--- config.mk ---
export PLATFORM = sky130hd
export DESIGN_NAME = activation_output_packer_flat
export DESIGN_NICKNAME = d
export VERILOG_FILES = /design/src/rtl/activation_output_packer_if.sv /design/src/rtl/activation_output_packer.sv /design/src/flat_wrapper.sv
export SDC_FILE = /design/constraint.sdc
export NUM_CORES = 1
export LEC_CHECK = 0
export ABC_AREA = 1
export ABC_CLOCK_PERIOD_IN_PS = 10000
export CAP_MARGIN = 10
export CORE_UTILIZATION = 60
export DETAILED_ROUTE_END_ITERATION = 10
export PLACE_DENSITY = 0.81
export SLEW_MARGIN = 20
export SYNTH_ARGS = -nofsm -noshare
export SYNTH_HDL_FRONTEND = slang
export SYNTH_SLANG_ARGS = --single-unit
--- constraint.sdc ---
create_clock -name clk -period 10 [get_ports clk]
set_input_delay 1 -clock clk [delete_from_list [all_inputs] [get_ports clk]]
set_output_delay 1 -clock clk [all_outputs]
set_load 0.05 [all_outputs]
--- src/rtl/activation_output_packer_if.sv ---
// Output word stream of the activation packer: FWFT head plus valid/ready.
// master drives the word, slave drives out_ready.
interface activation_output_packer_if #(
    parameter int WORD_BYTES = 4
);
    logic [8*WORD_BYTES-1:0] out_data;
    logic [WORD_BYTES-1:0]   out_keep;
    logic                    out_last;
    logic                    out_valid;
    logic                    out_ready;

    modport master (
        output out_data,
        output out_keep,
        output out_last,
        output out_valid,
        input  out_ready
    );

    modport slave (
        input  out_data,
        input  out_keep,
        input  out_last,
        input  out_valid,
        output out_ready
    );
endinterface

--- src/rtl/activation_output_packer.sv ---
// Packs INT8 activation results into words and queues them in a FWFT FIFO.
// Optional ACT_PACK_STATS_EN adds saturation/zero byte counters.
module activation_output_packer #(
    parameter int WORD_BYTES = 4,
    parameter int FIFO_DEPTH = 8
) (
    input  logic                          clk,
    input  logic                          rst_n,
    input  logic                          clear,
    input  logic [7:0]                    in_data,
    input  logic                          in_valid,
    input  logic                          flush,
    activation_output_packer_if.master    o_str,
    output logic [$clog2(FIFO_DEPTH):0]   fifo_level,
    output logic                          overflow,
    output logic                          busy
`ifdef ACT_PACK_STATS_EN
    ,
    output logic [15:0]                   sat_count,
    output logic [15:0]                   zero_count
`endif
);
    localparam int CW = $clog2(WORD_BYTES);
    localparam int NW = CW + 1;
    localparam int LW = $clog2(FIFO_DEPTH);
    localparam int NL = LW + 1;
    localparam int WB = 8 * WORD_BYTES;
    localparam int EW = WB + WORD_BYTES + 1;

    typedef enum logic {S_EMPTY, S_FILL} state_t;

    state_t          r_state;
    logic [CW-1:0]   r_cnt;
    logic [WB-1:0]   r_lanes;
    logic [EW-1:0]   r_mem [FIFO_DEPTH];
    logic [LW-1:0]   r_wp;
    logic [LW-1:0]   r_rp;
    logic [LW:0]     r_level;
    logic            r_ovf;

    logic [WB-1:0]         w_lanes;
    logic [NW-1:0]         w_n;
    logic [WORD_BYTES-1:0] w_keep;
    logic [EW-1:0]         w_word;
    logic [EW-1:0]         w_head;
    logic                  w_wrap;
    logic                  w_push;
    logic                  w_pop;
    logic                  w_full;
    logic                  w_wr;
    logic                  w_valid;

    // Unwritten lanes stay zero because the packer clears them on every push.
    always_comb begin
        w_lanes = r_lanes;
        if (in_valid)
            w_lanes[{r_cnt, 3'b000} +: 8] = in_data;
    end

    assign w_n    = {1'b0, r_cnt} + {{CW{1'b0}}, in_valid};
    assign w_wrap = in_valid && (r_cnt == CW'(WORD_BYTES - 1));
    assign w_push = w_wrap || flush;

    always_comb begin
        w_keep = '0;
        for (int i = 0; i < WORD_BYTES; i++)
            w_keep[i] = w_wrap || (NW'(i) < w_n);
    end

    assign w_word  = {flush, w_keep, w_lanes};
    assign w_valid = (r_level != '0);
    assign w_full  = (r_level == NL'(FIFO_DEPTH));
    assign w_pop   = w_valid && o_str.out_ready;
    assign w_wr    = w_push && (!w_full || w_pop);
    assign w_head  = r_mem[r_rp];

    assign o_str.out_valid = w_valid;
    assign o_str.out_data  = w_valid ? w_head[WB-1:0] : '0;
    assign o_str.out_keep  = w_valid ? w_head[WB +: WORD_BYTES] : '0;
    assign o_str.out_last  = w_valid && w_head[EW-1];

    assign fifo_level = r_level;
    assign overflow   = r_ovf;
    assign busy       = (r_state == S_FILL) || w_valid;

    always_ff @(posedge clk or negedge rst_n) begin
        if (!rst_n) begin
            r_state <= S_EMPTY;
            r_cnt   <= '0;
            r_lanes <= '0;
        end else if (clear || w_push) begin
            r_state <= S_EMPTY;
            r_cnt   <= '0;
            r_lanes <= '0;
        end else if (in_valid) begin
            r_state <= S_FILL;
            r_cnt   <= r_cnt + CW'(1);
            r_lanes <= w_lanes;
        end
    end

    always_ff @(posedge clk) begin
        if (w_wr && !clear)
            r_mem[r_wp] <= w_word;
    end

    always_ff @(posedge clk or negedge rst_n) begin
        if (!rst_n) begin
            r_wp    <= '0;
            r_rp    <= '0;
            r_level <= '0;
            r_ovf   <= 1'b0;
        end else if (clear) begin
            r_wp    <= '0;
            r_rp    <= '0;
            r_level <= '0;
            r_ovf   <= 1'b0;
        end else begin
            if (w_wr)
                r_wp <= r_wp + LW'(1);
            if (w_pop)
                r_rp <= r_rp + LW'(1);
            if (w_push && w_full && !w_pop)
                r_ovf <= 1'b1;
            unique case ({w_wr, w_pop})
                2'b10:   r_level <= r_level + NL'(1);
                2'b01:   r_level <= r_level - NL'(1);
                default: r_level <= r_level;
            endcase
        end
    end

`ifdef ACT_PACK_STATS_EN
    logic [15:0] r_sat;
    logic [15:0] r_zero;

    always_ff @(posedge clk or negedge rst_n) begin
        if (!rst_n) begin
            r_sat  <= '0;
            r_zero <= '0;
        end else if (clear) begin
            r_sat  <= '0;
            r_zero <= '0;
        end else if (in_valid) begin
            if ((in_data == 8'h7F || in_data == 8'h80) && r_sat != 16'hFFFF)
                r_sat <= r_sat + 16'd1;
            if (in_data == 8'h00 && r_zero != 16'hFFFF)
                r_zero <= r_zero + 16'd1;
        end
    end

    assign sat_count  = r_sat;
    assign zero_count = r_zero;
`endif
endmodule

--- src/flat_wrapper.sv ---
// flat-port wrapper written by rule: the top's interface ports become plain ports
module activation_output_packer_flat 
#(
    parameter int WORD_BYTES = 4,
    parameter int FIFO_DEPTH = 8
)
  (clk, rst_n, clear, in_data, in_valid, flush, fifo_level, overflow, busy, o_str_out_data, o_str_out_keep, o_str_out_last, o_str_out_valid, o_str_out_ready);
  activation_output_packer_if #(.WORD_BYTES(WORD_BYTES)) o_str_i ();
  input  logic clk;
  input  logic rst_n;
  input  logic clear;
  input  logic [7:0] in_data;
  input  logic in_valid;
  input  logic flush;
  output logic [$clog2(FIFO_DEPTH):0] fifo_level;
  output logic overflow;
  output logic busy;
  output wire logic [$bits(o_str_i.out_data)-1:0] o_str_out_data;
  output wire logic [$bits(o_str_i.out_keep)-1:0] o_str_out_keep;
  output wire logic [$bits(o_str_i.out_last)-1:0] o_str_out_last;
  output wire logic [$bits(o_str_i.out_valid)-1:0] o_str_out_valid;
  input wire logic [$bits(o_str_i.out_ready)-1:0] o_str_out_ready;
  assign o_str_out_data = o_str_i.out_data;
  assign o_str_out_keep = o_str_i.out_keep;
  assign o_str_out_last = o_str_i.out_last;
  assign o_str_out_valid = o_str_i.out_valid;
  assign o_str_i.out_ready = o_str_out_ready;
  activation_output_packer #(.WORD_BYTES(WORD_BYTES), .FIFO_DEPTH(FIFO_DEPTH)) u_core (.clk(clk), .rst_n(rst_n), .clear(clear), .in_data(in_data), .in_valid(in_valid), .flush(flush), .o_str(o_str_i), .fifo_level(fifo_level), .overflow(overflow), .busy(busy));
endmodule
After elaboration in Yosys (flattened, before gate mapping)

Memory sizes are Yosys's and may differ from the RTL's.
Index checks and enable logic that the tools add are counted.

Register bits: 46
Latch bits: 0
Bits in writable memories: 296
Memory bits (read-only): 0
Bits of input ports: 14
Memories kept: 1

Add/sub/neg operators: 7
Multipliers: 0
Divide/modulo/power cells: 0
Order comparisons: 4
Eq/ne operators: 4
Shifts and indexed selects: 2
Multiplexer cells: 20
Bitwise logic cells: 0
Reduce and logical (&&, ||, !) cells: 24

Memories:

| memory       | depth | width | read ports | clocked after memory_dff | wr ports | line                           | RTL |
|---|---|---|---|---|---|---|---|
| u_core.r_mem | 8     | 37    | 1          | 0                        | 1        | activation_output_packer.sv:35 | `logic [EW-1:0] r_mem [FIFO_DEPTH];` |

Operators with widths:

| cell                                                                         | number |
|---|---|
| 32-bit 2-to-1 mux                                                            | 4 |
| 32-bit bitwise mux                                                           | 1 |
| 8-bit by 7-bit variable shift with 32-bit output (first input constant)      | 1 |
| 8-bit by 7-bit variable part select with 32-bit output                       | 1 |
| 3-bit 2-to-1 mux                                                             | 4 |
| 1-bit logical OR                                                             | 8 |
| 4-bit 2-to-1 mux                                                             | 2 |
| 4-bit case mux with 2 select lines                                           | 1 |
| 2-bit nonzero test                                                           | 4 |
| 1-bit logical AND                                                            | 7 |
| 5-bit negator with 7-bit output                                              | 1 |
| 3-bit by 1-bit adder with 3-bit output (second input constant)               | 2 |
| 1-bit by 3-bit less-than comparator with 1-bit output (first input constant) | 2 |
| 2-bit by 3-bit less-than comparator with 1-bit output (first input constant) | 2 |
| 1-bit 2-to-1 mux                                                             | 6 |
| 4-bit by 1-bit adder with 4-bit output (second input constant)               | 1 |
| 2-bit equality test (second input constant)                                  | 2 |
| 4-bit equality test (second input constant)                                  | 1 |
| 2-bit 2-to-1 mux                                                             | 2 |
| 4-bit nonzero test                                                           | 1 |
| 4-bit by 1-bit subtractor with 4-bit output (second input constant)          | 1 |
| 2-bit by 1-bit adder with 3-bit output                                       | 1 |
| 1-bit zero test                                                              | 3 |
| 3-bit nonzero test                                                           | 1 |
| 2 further kinds                                                              | 2 |

Longest topological paths before layout

Depth after elaboration: 7
Mapped depth: 14
Depth with buffers taken out: 14

Worst setup path before layout

No wires, ideal clock.

Kind: input port to flip-flop
Start point: in in_valid
End point: mem u_core.r_mem[0][0] in the netlist's numbering (enable)
Setup time: 0.431 ns
Data arrival time: 3.103 ns
Required time: 9.569 ns
Path slack: 6.466 ns
Stages: 8
Cells stage by stage: nand2_4 inv_4 nor2_4 clkinv_4 nand2_1 nor2_2 nand2_1 nor2_1

Word-level cells in the longest chain between the ends: 6

RTL lines:

| what                                   | line                            | RTL |
|---|---|---|
| start: declaration                     | flat_wrapper.sv:13              | `input logic in_valid;` |
| 1-bit logical AND                      | activation_output_packer.sv:61  | `assign w_wrap = in_valid && (r_cnt == CW'(WORD_BYTES - 1));` |
| 1-bit logical OR                       | activation_output_packer.sv:62  | `assign w_push = w_wrap \|\| flush;` |
| 1-bit logical AND                      | activation_output_packer.sv:74  | `assign w_wr = w_push && (!w_full \|\| w_pop);` |
| 1-bit logical AND                      | activation_output_packer.sv:103 | `if (w_wr && !clear)` |
| 1-bit 2-to-1 mux                       | activation_output_packer.sv:103 |  |
| 1-bit 2-to-1 mux (not written as such) | activation_output_packer.sv:104 | `r_mem[r_wp] <= w_word;` |
| end: declaration                       | activation_output_packer.sv:35  |  |

Every way passes these cells.

Final worst setup path

Start point: reg u_core.r_rp[0]
End point: out o_str_out_data[3]

Word-level cells in the longest chain between the ends: 2

RTL lines:

| what                     | line                            | RTL |
|---|---|---|
| start: declaration       | activation_output_packer.sv:37  | `logic [LW-1:0] r_rp;` |
| start signal: assignment | activation_output_packer.sv:122 | `r_rp <= r_rp + LW'(1);` |
| memory 8 x 37 bit        | --                              |  |
| 32-bit 2-to-1 mux        | activation_output_packer.sv:78  | `assign o_str.out_data = w_valid ? w_head[WB-1:0] : '0;` |
| end: declaration         | flat_wrapper.sv:18              | `output wire logic [$bits(o_str_i.out_data)-1:0] o_str_out_data;` |

Every way passes these cells.

==> impl_metrics.py <==
metrics = {
    "outcome": {
        "status": "finished, final reports clean",
    },
    "sta": {
        "clock.fmax_ghz": 0.1859,
        "setup-violations-final": 0,
        "rsz0062_at_grt": "no",
        "tightestPinTransition_ps": 1049,
        "setup_tns_ps": 0,
        "fin_crit_ps": 5379,
        "skew_ps": 14.76,
        "drv_slew": 0,
        "setup_slack_ps": 4621,
        "slew_headroom": 0.3004,
        "final_hold_viol_count": 0,
        "period_share": 0.5379,
    },
    "logic_synthesis": {
        "synth_nets": 1194,
        "ys.flop_type": "edfxtp_1",
        "synth_compound_area_frac": 0.1078,
        "synth.top_cells.by_count": "348 x nor2_1, 296 x edfxtp_1, 105 x o21ai_0, 74 x o32ai_1, 71 x nand2_1",
        "muxShareOfSynthArea": 0,
        "synth_edf_count": 296,
        "ys_types": 32,
        "synth-seq-cells": 342,
        "synth-seq-area-share": 0.7146,
        "syn_area_um2": 14050,
        "async_flop_share": 0.1345,
        "synthSimpleGateAreaFrac": 0.1234,
        "synth_top_family_by_area": "simple AND/OR/NAND/NOR gates",
        "synth_xor_area_frac": 0.0006234,
        "yosys_warnings": 0,
        "synth.area.top_cells": "edfxtp_1 63%, nor2_1 9.3%, dfrtp_1 8.2%",
        "syn_inst": 1168,
        "yosys.area.top_type": "edfxtp_1",
        "yosysTopAreaCellShare": 0.6327,
        "synthAdderAreaFrac": 0.01069,
        "avgSynthCellArea_um2": 12.03,
        "yosysMostFrequentCell": "nor2_1",
    },
    "worst_setup_path": {
        "r2r_slack_ps": 6750,
        "r2r_cells": 10,
        "slowest_stage": "clkdlybuf4s50_1",
        "worstPathArrival_ps": 4380,
        "crit_chain": "inv_4, buf_4, nor2_1, o32ai_1, o21ai_1, nor2_1, clkdlybuf4s50_1",
        "setup.worst_path.start_class": "register",
        "path_max_fanout": 94,
        "endpoint_kind": "primary output",
        "worstReg2RegEnd": "u_core.r_mem[6][2]",
        "r2r_start": "u_core.r_cnt[0]",
        "cp_common_cell": "nor2_1",
        "cpPeakStageDelay_ps": 840,
        "crit_required_ps": 9000,
        "critPathTopFamily": "buffers and inverters",
        "cp_num_buf_inv": 3,
        "startpoint": "u_core.r_rp[0]",
        "crit_type": "reg2out",
    },
    "finish": {
        "antenna_cells": 0,
        "fin_cells": 1549,
        "drive_above_1_share": 0.07848,
        "nets": 1236,
        "fillers": 1439,
        "fin_util": 0.7051,
        "syn2layout_area_growth_pct": 14.33,
    },
    "route": {
        "wl_met2_um": 15760,
        "vias": 9595,
        "detail_route.first_pass.iterations": 6,
        "wirelength_um": 31890,
        "wl_met1_um": 12250,
        "post_drt_wl_per_cell_um": 20.59,
        "wl_met3_um": 3075,
        "vias_per_cell": 6.194,
        "drtIter0Drc": 1163,
        "highest-signal-layer": "met4",
        "drc_errors": 0,
        "drtAntennaViolNets": 0,
    },
    "pwr": {
        "p_total_mw": 4.230,
        "p_per_area_nw_per_um2": 263.3,
        "p_leak_nw": 5.963,
        "max-vdd-ir-drop_mv": 0.2504,
    },
    "grt": {
        "grt_use_total": 0.2719,
        "antenna_found_initial": 0,
        "grt_pass1_wl_um": 49870,
        "grt_pass1_vias": 9414,
        "overflow": 0,
        "grt_max_degree": 95,
    },
    "clock_tree": {
        "cts_buffer_depth": 3,
        "cts_hold_repair.buffers": 0,
        "cts_resized": 0,
        "postCtsSetupBuffers": 0,
        "cts-buffers-inserted": 34,
        "cts-root-buf": "clkbuf_16",
        "cts_num_sinks": 342,
        "htreeDepth": 2,
        "clock_latency_ps": 500,
        "path_clk_slew_ps": 60,
        "cts_tree": "done",
    },
    "placement": {
        "dpl.cell_count": 1487,
        "hpwlAfterDp_um": 17580,
        "portBuffers": 57,
        "dp_worst_setup_slack_ps": 5200,
        "routabilityCongestion": 0.8830,
    },
    "die": {
        "rows": 55,
        "start_util": 0.6168,
        "pin_count": 58,
        "die_area_um2": 24030,
        "fp.coreArea_um2": 22780,
        "die_w_um": 155.0,
        "fp.dieH_um": 155.0,
    },
    "job": {
        "drv_cap": 0,
    },
    "hold_path": {
        "hold_path.class": "in2async",
    },
}
[report_power, final]
group          switching, mW  internal (mW)  leakage (nW)  total [mW]
logic                  0.865          0.384          1.91        1.25
registers             0.0594           1.58          3.45        1.64
clock network          0.516          0.828         0.600        1.34
[final cells by class]
type / instances / area, um^2 / area share
multi-input cells: 690 / 3467 / 0.2159
clock inverters: 20 / 221.5 / 0.01379
inverters: 71 / 276.5 / 0.01722
flip-flops and latches: 342 / 10050 / 0.6255
clock buffers: 42 / 984.7 / 0.06131
well taps: 313 / 391.6 / 0.02438
repair buffers: 71 / 673.1 / 0.04191
[worst reg2reg max path, delay by kind of cell, from the launching register on]
kind	cells	cell delay, ps
simple gates	6	1470
fa+ha+maj	1	270
buf+inv	3	630
flops	1	580
[cells by family (layout without fill, tap and decap cells)]
| logic type | count (synthesis) | count (layout) |
|---|---|---|
| AO/OA/AOI/OAI | 233 | 233 |
| XOR/XNOR | 1 | 1 |
| adder cells (fa/ha/maj) | 12 | 12 |
| buffers and inverters | 136 | 204 |
| flip-flops | 342 | 342 |
| AND/OR/NAND/NOR | 444 | 444 |
[registers in the layout, summed over array words and instances, names as in the netlist]
signal	count
u_core.r_mem	296
u_core.r_wp	3
u_core.r_state	1
u_core.overflow	1
u_core.fifo_level	4
u_core.r_cnt	2
u_core.r_rp	3
u_core.r_lanes	32
[layout by cell type, fill, tap and decap left out, types with 3 or more instances in the layout]
master           netlist  final
nor2_4                 2     10
nor2_2                 4      4
a21oi_1                5      5
inv_1                 65     65
o32ai_1               74     74
clkbuf_16              0     37
nand3_1               12     12
nor2_1               348    340
edfxtp_1             296    296
clkbuf_8               0      4
a21boi_0               6      6
nand2_1               71     71
o21a_1                16     16
o21ai_1               17     17
ha_1                  12     12
clkinv_1               0      5
o21ai_0              105    105
buf_4                  4     15
clkinv_2               0      9
bufinv_16              0      5
o22ai_1                8      8
dfrtp_1               46     44
clkdlybuf4s50_1        0     56
inv_2                  4      3
[how the worst max path moves through the flow]
| stage | endpoint | cells after the start | slack (ps) |
|---|---|---|---|
| after global placement | o_str_out_data[11] | 7 | 5400 |
| final | o_str_out_data[3] | 7 | 4620 |
| after CTS | o_str_out_data[3] | 7 | 4650 |
| after global routing | o_str_out_data[3] | 7 | 4440 |
| after floorplan | u_core.r_mem[0][0] | 8 | 6470 |
| after detailed placement | o_str_out_data[3] | 7 | 5200 |
[through the flow]
step	hold WS (ps)	instance area, um^2
final	502.6	16060
after global routing	537.4	16060
after detailed placement	496.8	14850
after CTS	521.2	16060
after floorplan	494.7	14050
after global placement	489.9	14850
[layer usage]
layer | up-vias | GRT usage
li1 | 4220 | -
met1 | 4731 | 0.3642
met2 | 565 | 0.4500
met3 | 79 | 0.04930
met4 | 0 | 0.09948
met5 | - | 0
No activity file was read; power rests on OpenSTA's default activity.
